===== src/rtl/dds_phase_generator.sv =====
// dds_phase_generator
// Phase-accumulator front end of the DDS core. A programmable divider produces
// a sample tick; on each tick the accumulator advances by the active frequency
// tuning word (FTW). The top PHASE_W bits plus a phase offset form the
// registered ROM address. A sample strobe is delayed to line up with the ROM
// read latency.
//
// Ports:
//   clk          system clock, rising edge
//   rst          asynchronous active-low reset
//   enable       1 = run, 0 = hold accumulator and divider
//   sample_div   tick every sample_div+1 clocks
//   ftw_in       new tuning word
//   ftw_sync     1 = apply at next accumulator wrap, 0 = apply immediately
//   ftw_valid    FTW load request
//   ftw_ready    FTW load accepted when ftw_valid & ftw_ready
//   poff_in      phase offset
//   poff_valid   latch poff_in
//   phase        ROM address (registered)
//   phase_valid  1-clock pulse when phase updates
//   value_valid  phase_valid delayed ROM_LAT clocks
//   wrap         1-clock pulse with phase_valid when the accumulator carried
module dds_phase_generator #(
  parameter int unsigned ACC_W   = 32,
  parameter int unsigned PHASE_W = 14,
  parameter int unsigned DIV_W   = 16,
  parameter int unsigned ROM_LAT = 1
) (
  input  logic               clk,
  input  logic               rst,
  input  logic               enable,
  input  logic [DIV_W-1:0]   sample_div,
  input  logic [ACC_W-1:0]   ftw_in,
  input  logic               ftw_sync,
  input  logic               ftw_valid,
  output logic               ftw_ready,
  input  logic [PHASE_W-1:0] poff_in,
  input  logic               poff_valid,
  output logic [PHASE_W-1:0] phase,
  output logic               phase_valid,
  output logic               value_valid,
  output logic               wrap
);

  typedef enum logic [0:0] {
    IDLE    = 1'b0,
    PENDING = 1'b1
  } ftw_state_t;

  ftw_state_t state, state_next;

  logic [DIV_W-1:0]   div_cnt;
  logic               tick;
  logic [ACC_W-1:0]   acc;
  logic [ACC_W-1:0]   ftw_active;
  logic [ACC_W-1:0]   ftw_pend;
  logic [PHASE_W-1:0] poff_active;
  logic [ACC_W:0]     acc_sum;
  logic               carry;
  logic               load_imm;
  logic               load_pend;
  logic               commit_pend;

  // Sample-rate divider; a lowered sample_div below the current count lets
  // the counter roll through 2^DIV_W before the next match.
  assign tick = enable && (div_cnt == sample_div);

  always_ff @(posedge clk or negedge rst) begin
    if (!rst) begin
      div_cnt <= '0;
    end else if (!enable || tick) begin
      div_cnt <= '0;
    end else begin
      div_cnt <= div_cnt + DIV_W'(1);
    end
  end

  // One extra bit captures the carry out of the accumulator.
  assign acc_sum = {1'b0, acc} + {1'b0, ftw_active};
  assign carry   = acc_sum[ACC_W];

  always_ff @(posedge clk or negedge rst) begin
    if (!rst) begin
      acc         <= '0;
      phase       <= '0;
      phase_valid <= 1'b0;
      wrap        <= 1'b0;
    end else if (tick) begin
      acc         <= acc_sum[ACC_W-1:0];
      phase       <= acc_sum[ACC_W-1 -: PHASE_W] + poff_active;
      phase_valid <= 1'b1;
      wrap        <= carry;
    end else begin
      phase_valid <= 1'b0;
      wrap        <= 1'b0;
    end
  end

  always_ff @(posedge clk or negedge rst) begin
    if (!rst) begin
      poff_active <= '0;
    end else if (poff_valid) begin
      poff_active <= poff_in;
    end
  end

  // FTW load FSM: state register.
  always_ff @(posedge clk or negedge rst) begin
    if (!rst) begin
      state <= IDLE;
    end else begin
      state <= state_next;
    end
  end

  // FTW load FSM: next state and load controls.
  always_comb begin
    state_next  = state;
    ftw_ready   = 1'b0;
    load_imm    = 1'b0;
    load_pend   = 1'b0;
    commit_pend = 1'b0;
    case (state)
      IDLE: begin
        ftw_ready = 1'b1;
        if (ftw_valid) begin
          if (ftw_sync) begin
            load_pend  = 1'b1;
            state_next = PENDING;
          end else begin
            load_imm = 1'b1;
          end
        end
      end
      PENDING: begin
        if (tick && carry) begin
          commit_pend = 1'b1;
          state_next  = IDLE;
        end
      end
      default: state_next = IDLE;
    endcase
  end

  // Tuning-word registers; the accumulate in the same cycle still sees the
  // old ftw_active, so a new word only affects the following tick.
  always_ff @(posedge clk or negedge rst) begin
    if (!rst) begin
      ftw_active <= '0;
      ftw_pend   <= '0;
    end else begin
      if (load_imm) begin
        ftw_active <= ftw_in;
      end else if (commit_pend) begin
        ftw_active <= ftw_pend;
      end
      if (load_pend) begin
        ftw_pend <= ftw_in;
      end
    end
  end

  // ROM latency alignment for the sample strobe.
  generate
    if (ROM_LAT == 0) begin : g_no_lat
      assign value_valid = phase_valid;
    end else begin : g_lat
      logic [ROM_LAT-1:0] vv_pipe;

      always_ff @(posedge clk or negedge rst) begin
        if (!rst) begin
          vv_pipe <= '0;
        end else begin
          vv_pipe[0] <= phase_valid;
          for (int unsigned i = 1; i < ROM_LAT; i++) begin
            vv_pipe[i] <= vv_pipe[i-1];
          end
        end
      end

      assign value_valid = vv_pipe[ROM_LAT-1];
    end
  endgenerate

endmodule


===== config.mk =====
export PLATFORM = sky130hd
export DESIGN_NAME = dds_phase_generator
export DESIGN_NICKNAME = d
export VERILOG_FILES = /design/src/rtl/dds_phase_generator.sv
export SDC_FILE = /design/constraint.sdc
export NUM_CORES = 1
export LEC_CHECK = 0
export ABC_AREA = 1
export CAP_MARGIN = 25
export CELL_PAD_IN_SITES_DETAIL_PLACEMENT = 1
export CELL_PAD_IN_SITES_GLOBAL_PLACEMENT = 1
export CORE_MARGIN = 4
export CORE_UTILIZATION = 30
export DETAILED_ROUTE_END_ITERATION = 10
export GPL_ROUTABILITY_DRIVEN = 0
export HOLD_SLACK_MARGIN = 0.05
export PLACE_DENSITY_LB_ADDON = 0.1
export SLEW_MARGIN = 20
export SYNTH_ARGS = -nofsm -noshare
export SYNTH_HDL_FRONTEND = slang
export SYNTH_SLANG_ARGS = --single-unit

===== constraint.sdc =====
create_clock -name clk -period 4.95 [get_ports clk]
set_input_delay 0.99 -clock clk [delete_from_list [all_inputs] [get_ports clk]]
set_output_delay 0.99 -clock clk [all_outputs]
set_load 0.005 [all_outputs]

# Word level (Yosys, flattened, before mapping)
# Cells that the tools add are included.
# totals
ff_bits	144
# classes
add_sub_neg	3
eq_ne	1
mux	16
n_bitwise	1
reduce_logical	5
# ops
cell	n
$mux 32	2
$add 32x32->33	1
$add 16x1->16 const B	1
$eq 16x16->1	1
$mux 16	1
$add 14x14->14	1
$mux 1	12
$logic_and 1x1->1	2
$pmux 1 s2	1
$reduce_bool 2->1	1
$logic_not 1->1	1
$logic_or 1x1->1	1
$not 1->1	1

# Logic depth before layout (Yosys ltp)
# Gate-level depths: netlist (run 1).
# depth
depth_word	7
mapped_depth	24
mapped_depth_nobuf	24

# Worst setup path after synthesis (run 1)
# Ideal clock, no wire load.
# synth_timing
kind	register to register
from	register acc[0]
to	register phase[9]
arrival_ns	3.210
t_required_ns	4.817
slack_ns	1.606
path_stages_with_launch	22
path_buffers	0
cell_sequence	dfrtp_1 ha_1 inv_1 fa_1 inv_1 nand2_1 o21ai_4 a21oi_1 o21ai_1 nand2_1 nand2_1 nand2_1 nand2_1 nand2_1 and2_1 ha_1 a21o_1 a21oi_1 o21ai_0 a21oi_1 xor2_1 o21ai_0
# synth_between
elab_chain_cells	2
# synth_lines
item	line_no	source
from (decl)	54	logic [ACC_W-1:0] acc;
from (signal assigned)	89	acc <= acc_sum[ACC_W-1:0];
$add 32x32->33	79	assign acc_sum = {1'b0, acc} + {1'b0, ftw_active};
net acc_sum[22]	58	logic [ACC_W:0] acc_sum;
$add 14x14->14	90	phase <= acc_sum[ACC_W-1 -: PHASE_W] + poff_active;
to (signal assigned)	90	
to (decl)	39	output logic [PHASE_W-1:0] phase,
# The timed path passes the listed nets, and every way through them passes these cells.
# A chain may end at the register's enable or synchronous reset.

# Worst setup path in the final report (run 1)
# Ends and elaborated chain as after synthesis.

==> results of run 1 <==
==> stage by stage <==
stage / instance area (um^2) / cells
6_report: 10510 / 1609
3_3_place_gp: 9910 / 1576
2_1_floorplan: 8697 / 1135
3_5_place_dp: 9910 / 1576
5_1_grt: 10510 / 1609
4_1_cts: 10480 / 1608
==> sequential cells by signal, indices dropped and copies added, names as in the netlist <==
name and count:
phase_valid 1, wrap 1, ftw_active 32, div_cnt 16
acc 32, phase 14, state 1, poff_active 14
value_valid 1, ftw_pend 32
==> where the power goes <==
group | internal (mW) | total (mW) | switching (mW)
clock | 0.711 | 1.29 | 0.575
combinational | 0.0813 | 0.156 | 0.0751
sequential | 1.19 | 1.20 | 0.0106
==> layout make-up <==
class	instances	area (um^2)
Sequential cell	144	3603
Multi-Input combinational cell	840	4482
Clock buffer	18	429.2
Inverter	115	431.7
Fill cell	3465	18110
Tap cell	384	480.5
Timing Repair Buffer	94	939.7
Clock inverter	14	145.1
==> kinds of logic after synthesis <==
group	count (synthesis)	share of synthesized area, %
AOI/OAI and AO/OA	194	12.21
adders and majority gates	48	7.078
buffers and inverters	151	7.092
xor gates and xnor gates	41	4.129
muxes	13	1.683
DFF	144	41.43
and+or+nand+nor	544	26.37
==> per-layer routing <==
| layer | part of all wire (%) | wire length (um) | global-route usage [%] | up-vias |
|---|---|---|---|---|
| met5 | 0 | 0 | 0 | - |
| met4 | 1.1 | 258 | 3.838 | 0 |
| met3 | 2.5 | 610 | 2.501 | 15 |
| met2 | 45 | 10890 | 26.03 | 82 |
| met1 | 52 | 12640 | 22.92 | 3564 |
| li1 | - | - | - | 3832 |
==> placed cells by master (no fill, tap or decap), types with 3 or more instances in the layout <==
cell and count:
nor3_1 12, ha_1 46, nand3_1 68, xnor2_1 24
inv_2 4, clkdlybuf4s50_1 84, nand3b_1 4, mux2_2 13
clkbuf_16 17, dfrtp_1 144, o21ai_0 96, nor3b_1 6
or2_2 10, inv_8 3, nor2_1 56, a21oi_1 57
o21bai_1 12, o21ai_1 8, xor2_1 17, nand2_1 363
buf_4 8, nand4_1 6, inv_1 111, nor4_1 4
inv_6 5, and2_1 6, a21o_1 9, a31oi_1 3
==> final timing paths <==
kind	start	to	slack, ns	cells after the start
setup reg to reg	acc[0]	phase[9]	1.01	21
hold / removal	phase_valid	value_valid	0.38	0
hold reg to reg	phase_valid	value_valid	0.38	0
max in group asynchronous	rst	ftw_active[13]	3.42	3
setup / recovery	acc[0]	phase[9]	1.01	21
min in group asynchronous	rst	ftw_pend[7]	0.45	1
==> worst max-delay path: cells and delay by family, from the launching register on <==
kind	cells	cell delay (ns)
compound gates	8	1.59
fa+ha+maj	3	0.86
simple gates	7	0.70
flops	1	0.35
xor+xnor	1	0.15
buf+inv	2	0.14
==> impl_metrics.yaml, run 1 <==
run_status:
  outcome: "finished clean"
drt:
  vias: 7493
  route.final.wire_length_um: 24390
  final_antenna_net_count: 0
  wl_per_cell_um: 15.16
  via_per_instance_ratio: 4.657
  detailedRoute.firstPassIterationCount: 4
  drt-initial-drc-count: 292
  drc: 0
setup_path:
  setup.worst_path.end_class: "register"
  timing.critical_path.slowest_stage_cell: "dfrtp_1"
  worstPathRequired_ns: 5.22
  worst_ep_arrival_time_ns: 4.21
  start_kind: "register"
  setup.worst_path.class: "register to register"
  critical_path.cell_chain: "ha_1, inv_1, fa_1, inv_1, nand2_1, o21ai_4, a21oi_1, o21ai_1, nand2_1, nand2_1, nand2_1, nand2_1, nand2_1, and2_1, ha_1, a21o_1, a21oi_1, o21ai_0, a21oi_1, xor2_1, o21ai_0"
  worstPathMaxFanout: 5
  cell_repeated_most_along_the_worst_path: "nand2_1"
  critical-path-max-stage-delay_ns: 0.35
placed_design:
  place_hpwl_um: 18750
  detailedPlace.worstSlack_ns: 0.9695
  port_buffers: 85
die:
  floorplan.core_area_um2: 28630
  std_cell_rows: 62
  fp.dieArea_um2: 31780
  io_pins: 86
  start_util_pct: 30.38
  floorplan.die.width_um: 178.3
  die_h_um: 178.3
pwr:
  p_total_mw: 2.643
  p_leak_nw: 5.258
  ir_drop_mv: 0.1994
  power.density_nw_per_um2: 251.5
layout:
  final_core_util_pct: 36.72
  syn_to_final_growth_pct: 20.86
  final_nets: 1328
  drive_gt1_share_pct: 6.367
  antenna-diode-count: 0
synth:
  synth_ff_type: "dfrtp_1"
  syn_area_um2: 8697
  edff_count_synth: 0
  yosysWarnings: 0
  ys_ff_latch: 144
  synth.top_cell.area_share_pct: 41.43
  seq_area_frac_synth_pct: 41.43
  library_cell_occupying_the_most_area_in_the_post_synthesis_netlist: "dfrtp_1"
  synth_area_leaders: "dfrtp_1, nand2_1, ha_1, o21ai_0, inv_1"
  synth.cells.most_frequent: "nand2_1, dfrtp_1, inv_1"
  synthCells: 1135
  synthArstFlopShare_pct: 100.0
  avgSynthCellArea_um2: 7.663
  synthMostInstantiatedCell: "nand2_1"
  mappedNetlistNets: 1251
  synthDistinctLibCells: 44
clocking:
  root_buffer_master: "clkbuf_16"
  cts.reportedPaths.clkPinSlew_ns: 0.07
  clock_insertion_delay_worst_skew_ns: 0.43
  cts-htree-levels: 4
  ctsLongestPathBuffers: 2
  numCtsBuffers: 17
  count_of_hold_buffers_inserted_by_post_cts_repair: 0
  cts-resized-gates: 0
  clock_tree_from_tritoncts: "yes"
  cts_sinks: 144
  post-cts-setup-buffers: 0
timing:
  max_slew_margin_pct: 48.99
  timing.final.ws_setup_ns: 1.011
  fin_worst_skew_ns: 0.01812
  achievable_freq_mhz: 253.9
  finalSetupTns_ns: 0
  timing.final.setup_violations: 0
  timing_hold_violations_final: 0
  min_period_ns: 3.939
  final.period_utilization_pct: 79.58
  unrepaired_setup_endpoints_after_global_routing: "no"
  measured_slew_at_the_worst_slew_check_pin_ns: 0.7651
  final_hold_slack_ns: 0.3788
  timing_max_transition_violations_final: 0
grt:
  grt_pass1_vias: 8004
  initial_antenna_violation_count: 0
  grt_max_degree: 96
  grt_pass1_wl_um: 41210
  track_usage_pct: 16.16
  gr-total-overflow: 0
job:
  drv_cap: 0
hold_path:
  min_path_type: "register to register"
Power figures use the tool's default switching activity.
==> run 2: changes to the inputs <==
==> constraint.sdc (replaced) <==
create_clock -name clk -period 3.7 [get_ports clk]
set_input_delay 0.74 -clock clk [delete_from_list [all_inputs] [get_ports clk]]
set_output_delay 0.74 -clock clk [all_outputs]
set_load 0.005 [all_outputs]
==> run 2 against run 1 <==
Critical path depth did not move. First-iteration DRC count fell by 10%. Combinational power rose by 40%. Non-clock buffer count rose by 14. Largest power group unchanged.
==> impl_metrics.yaml, run 2 (synthesis results as in run 1) <==
run_status:
  outcome: "finished clean"
layout:
  layout_common_cells: "nand2_1, dfrtp_1, inv_1"
  fillCellCount: 3455
  drive_gt1_share_pct: 9.524
  final_nets: 1342
  antenna-diode-count: 0
  most_common_cell_after_layout_fill_and_taps_aside: "nand2_1"
  largestRegisters: "acc x32, ftw_active x32, ftw_pend x32"
  syn_to_final_growth_pct: 24.07
  final_core_util_pct: 37.70
pwr:
  p_leak_nw: 5.363
  share_clk_of_total_power_pct: 48.7
  p_total_mw: 3.565
  total_switching_power_uw: 891.8
  power.density_nw_per_um2: 330.3
  combinational_cell_fraction_of_total_power_pct: 6.1
  intPower_mw: 2.673
  ir_drop_mv: 0.2639
  sequentialPowerShare_pct: 45.1
  power.switching_fraction_pct: 25.02
drt:
  drc: 0
  detailedRoute.firstPassIterationCount: 4
  vias: 7609
  final_antenna_net_count: 0
  wl_per_cell_um: 15.19
  route.final.wire_length_um: 24660
  drt-initial-drc-count: 262
  via_per_instance_ratio: 4.688
timing:
  achievable_freq_mhz: 293.2
  fin_worst_skew_ns: 0.01527
  timing.final.setup_violations: 0
  min_period_ns: 3.410
  measured_slew_at_the_worst_slew_check_pin_ns: 0.7279
  final_hold_slack_ns: 0.3279
  max_slew_margin_pct: 51.48
  timing_max_transition_violations_final: 0
  final.period_utilization_pct: 92.17
  timing_hold_violations_final: 0
die:
  io_pins: 86
  floorplan.core_area_um2: 28630
  die_h_um: 178.3
  start_util_pct: 30.38
  fp.dieArea_um2: 31780
  floorplan.die.width_um: 178.3
  std_cell_rows: 62
setup_path:
  start_kind: "register"
  critical-path-max-stage-delay_ns: 0.37
  worstPathRequired_ns: 4.00
  setup.worst_path.class: "register to register"
  worst_ep_arrival_time_ns: 3.71
  worstPathMaxFanout: 4
  timing.critical_path.slowest_stage_cell: "fa_1"
  setup.reg_to_reg.worst_slack_ns: 0.29
  setup.worst_path.end_class: "register"
  critical_path.cell_chain: "ha_1, inv_1, fa_1, inv_2, nand2_2, o21ai_4, a21oi_2, o21ai_1, buf_4, nand2_1, nand2_2, xor2_1, ha_1, fa_2, nand3_1, nand2_1, buf_4, a21o_1, a21oi_1, xor2_1, o21ai_0"
grt:
  grt_pass1_wl_um: 41090
  gr-total-overflow: 0
  track_usage_pct: 16.14
  grt_pass1_vias: 7981
  initial_antenna_violation_count: 0
  grt_max_degree: 84
clocking:
  clock_insertion_delay_worst_skew_ns: 0.43
  cts.reportedPaths.clkPinSlew_ns: 0.07
  root_buffer_master: "clkbuf_16"
  ctsLongestPathBuffers: 2
  numCtsBuffers: 17
  cts-htree-levels: 4
  clock_tree_from_tritoncts: "yes"
  cts_sinks: 144
  count_of_hold_buffers_inserted_by_post_cts_repair: 0
hold_path:
  min_path_type: "input port to asynchronous set/reset pin"
placed_design:
  port_buffers: 85
  place_hpwl_um: 18860
job:
  drv_cap: 0
-- run 2: metal layers --
layer / track usage [%] / part of all wire (%) / vias to the layer above
met5: 0 / 0 / -
met4: 3.774 / 1.1 / 0
met3: 2.331 / 2.6 / 18
met2: 26.21 / 45 / 91
met1: 22.86 / 51 / 3642
li1: - / - / 3858
-- run 2: timing repair --
action                                  4_1_cts  5_1_grt
endpoints found under the setup margin        0        9
setup buffers                                 0        1
gates resized for setup                       0       32
-- run 2: final cells by class --
| type | instances | area [um^2] | share of cell area [%] |
|---|---|---|---|
| repair buffers | 108 | 1062 | 9.845 |
| multi-input cells | 840 | 4631 | 42.92 |
| well taps | 384 | 480.5 | 4.453 |
| flip-flops and latches | 144 | 3603 | 33.40 |
| clock inverters | 14 | 142.6 | 1.322 |
| clock buffers | 18 | 439.2 | 4.070 |
| inverters | 115 | 431.7 | 4.000 |
-- run 2: worst max-delay path, delay by kind of cell, from the launching register on --
kind / cells / cell delay (ns)
xor gates and xnor gates: 2 / 0.24
DFF: 1 / 0.35
buffers and inverters: 4 / 0.42
and+or+nand+nor: 5 / 0.38
adders and majority gates: 4 / 1.11
AOI/OAI and AO/OA: 6 / 0.77
-- run 2: through the flow --
step / instance area (um^2) / std cells / setup WS, ns / setup TNS, ns
detailed placement: 10050 / 1590 / 0.05536 / 0
global placement: 10050 / 1590 / 0.1192 / 0
floorplan: 8697 / 1135 / 0.3563 / 0
global route: 10790 / 1623 / -0.01727 / -0.02875
finish: 10790 / 1623 / 0.2898 / 0
CTS: 10630 / 1622 / 0.03269 / 0
-- run 2: power by group through the flow --
stage	combinational, mW	clock, mW	sequential [mW]
after floorplan	0.0814	0	1.63
after global placement	0.216	0	1.64
after detailed placement	0.218	0	1.64
after CTS	0.219	1.80	1.61
after global routing	0.248	1.87	1.61
final	0.219	1.74	1.61
-- run 2: worst paths after layout --
check,depth (start not counted),to,startpoint
max in group asynchronous,2,ftw_active[19],rst
min in group clk,0,value_valid,phase_valid
max reg2reg,21,phase[6],ftw_active[0]
max,21,phase[6],ftw_active[0]
min reg2reg,0,value_valid,phase_valid
min,1,ftw_pend[7],rst
==> run 3: changes to the inputs <==
--- a/config.mk
+++ b/config.mk
@@ -9,7 +9,6 @@
 export CAP_MARGIN = 25
 export CELL_PAD_IN_SITES_DETAIL_PLACEMENT = 1
 export CELL_PAD_IN_SITES_GLOBAL_PLACEMENT = 1
-export CORE_MARGIN = 4
 export CORE_UTILIZATION = 30
 export DETAILED_ROUTE_END_ITERATION = 10
 export GPL_ROUTABILITY_DRIVEN = 0
==> run 3 against run 2 <==
Final cell count is 0.12% lower. Critical path type unchanged. Sequential share of layout area is 0.12 points lower. Combinational power hardly changed. Clock skew is 0.00073 ns lower.
==> impl_metrics.yaml, run 3 (synthesis results as in run 1) <==
clocking:
  clock_tree_from_tritoncts: "yes"
  cts-htree-levels: 4
  numCtsBuffers: 17
  clock_insertion_delay_worst_skew_ns: 0.44
  count_of_hold_buffers_inserted_by_post_cts_repair: 0
  cts.reportedPaths.clkPinSlew_ns: 0.07
  root_buffer_master: "clkbuf_16"
  cts_sinks: 144
  ctsLongestPathBuffers: 2
timing:
  timing.final.setup_violations: 0
  final.period_utilization_pct: 93.29
  fin_worst_skew_ns: 0.01453
  measured_slew_at_the_worst_slew_check_pin_ns: 0.8056
  achievable_freq_mhz: 289.7
  max_slew_margin_pct: 46.29
  min_period_ns: 3.452
  final_hold_slack_ns: 0.3356
  timing_hold_violations_final: 0
  timing_max_transition_violations_final: 0
job:
  drv_cap: 0
layout:
  antenna-diode-count: 0
  syn_to_final_growth_pct: 24.51
  most_common_cell_after_layout_fill_and_taps_aside: "nand2_1"
  finished_layout_cells: 1621
  final_nets: 1346
  layout_common_cells: "nand2_1, dfrtp_1, inv_1"
  fillCellCount: 3438
  largestRegisters: "acc x32, ftw_active x32, ftw_pend x32"
  drive_gt1_share_pct: 10.38
die:
  die_h_um: 172.3
  start_util_pct: 30.88
  std_cell_rows: 61
  fp.dieArea_um2: 29680
  floorplan.core_area_um2: 28160
  io_pins: 86
  floorplan.die.width_um: 172.3
grt:
  track_usage_pct: 17.71
  grt_max_degree: 76
  gr-total-overflow: 0
  grt.busiest_layer: "met2"
  grt_pass1_wl_um: 40750
  initial_antenna_violation_count: 0
  met2_usage_pct: 28.24
  grt_pass1_vias: 7840
  grt_util_met3_pct: 2.541
  groute.layer.met1.usage_pct: 24.97
placed_design:
  port_buffers: 85
  placed_cells: 1584
  place_hpwl_um: 18460
drt:
  route.final.wire_length_um: 24580
  drt-initial-drc-count: 222
  vias: 7590
  final_antenna_net_count: 0
  via_per_instance_ratio: 4.682
  drc: 0
  detailedRoute.firstPassIterationCount: 6
  wl_per_cell_um: 15.16
pwr:
  power.density_nw_per_um2: 334.7
  p_leak_nw: 5.376
  p_total_mw: 3.624
  ir_drop_mv: 0.2863
hold_path:
  min_path_type: "input port to asynchronous set/reset pin"
setup_path:
  worst_ep_arrival_time_ns: 3.73
  start_kind: "register"
  setup.worst_path.class: "register to register"
  worstPathMaxFanout: 4
  setup.worst_path.end_class: "register"
  worstPathRequired_ns: 3.97
run_status:
  outcome: "finished clean"
run 3: cell types whose count changed in the layout (fill, tap and decap cells not counted), sizes merged:
cell      change
buf           +4
clkinv        -2
bufinv        +1
clkinvlp      +1
run 3: what timing repair did:
action | CTS | global route
pin swaps | 0 | 10
setup buffers | 0 | 5
gates resized for setup | 1 | 37
hold endpoints to repair | 0 | 0
setup endpoints to repair | 1 | 9
run 3: per-stage QoR:
step / TNS, ns / worst slack [ns] / area [um^2] / utilization, %
after floorplan: 0 / 0.3563 / 8697 / -
after global placement: 0 / 0.05169 / 10030 / 35.62
after detailed placement: -0.02257 / -0.02257 / 10030 / 35.62
after CTS: 0 / 0.02233 / 10640 / 37.76
after global routing: -0.03611 / -0.03053 / 10830 / 38.45
final: 0 / 0.2484 / 10830 / 38.45
run 3: cell type report:
type	instances	area, um^2	share of cell area, %
inverter	115	431.7	3.986
tap	378	473.0	4.367
clock buffer	18	429.2	3.963
multi-input combinational	840	4643	42.88
sequential	144	3603	33.28
clock inverter	14	168.9	1.560
timing repair buffer	112	1080	9.971
run 3: worst max-delay path: stages, from the launching register on:
cell and delay [ns]:
dfrtp_1 0.38, ha_1 0.33, or2_1 0.25, and2_1 0.18, a21oi_1 0.26, o21ai_2 0.14
nand2_1 0.08, nand2_1 0.05, xor2_1 0.27, ha_1 0.34, a21oi_1 0.23, nand2_2 0.11
buf_4 0.15, a21o_1 0.14, a21oi_1 0.15, xor2_1 0.15, o21ai_0 0.08
run 3: path summary, 6_finish.rpt:
| kind | slack, ns | cells after the start | to | start |
|---|---|---|---|---|
| setup / recovery | 0.25 | 16 | phase[6] | acc[2] |
| hold / removal | 0.34 | 1 | value_valid | rst |
| setup reg to reg | 0.25 | 16 | phase[6] | acc[2] |
| hold reg to reg | 0.37 | 0 | value_valid | phase_valid |
| max in group asynchronous | 2.57 | 2 | poff_active[9] | rst |
| min in group clk | 0.37 | 0 | value_valid | phase_valid |
run 3: power by group:
group / leakage [nW] / internal, mW / switching, mW
combinational: 3.12 / 0.115 / 0.105
clock: 0.284 / 1.02 / 0.777
sequential: 1.97 / 1.59 / 0.0172
total: 5.38 / 2.73 / 0.898
run 3: routing by layer:
layer / up-vias / routed length, um
met4: 0 / 308
met5: - / 0
met3: 20 / 570
met2: 89 / 11130
li1: 3866 / -
met1: 3615 / 12570
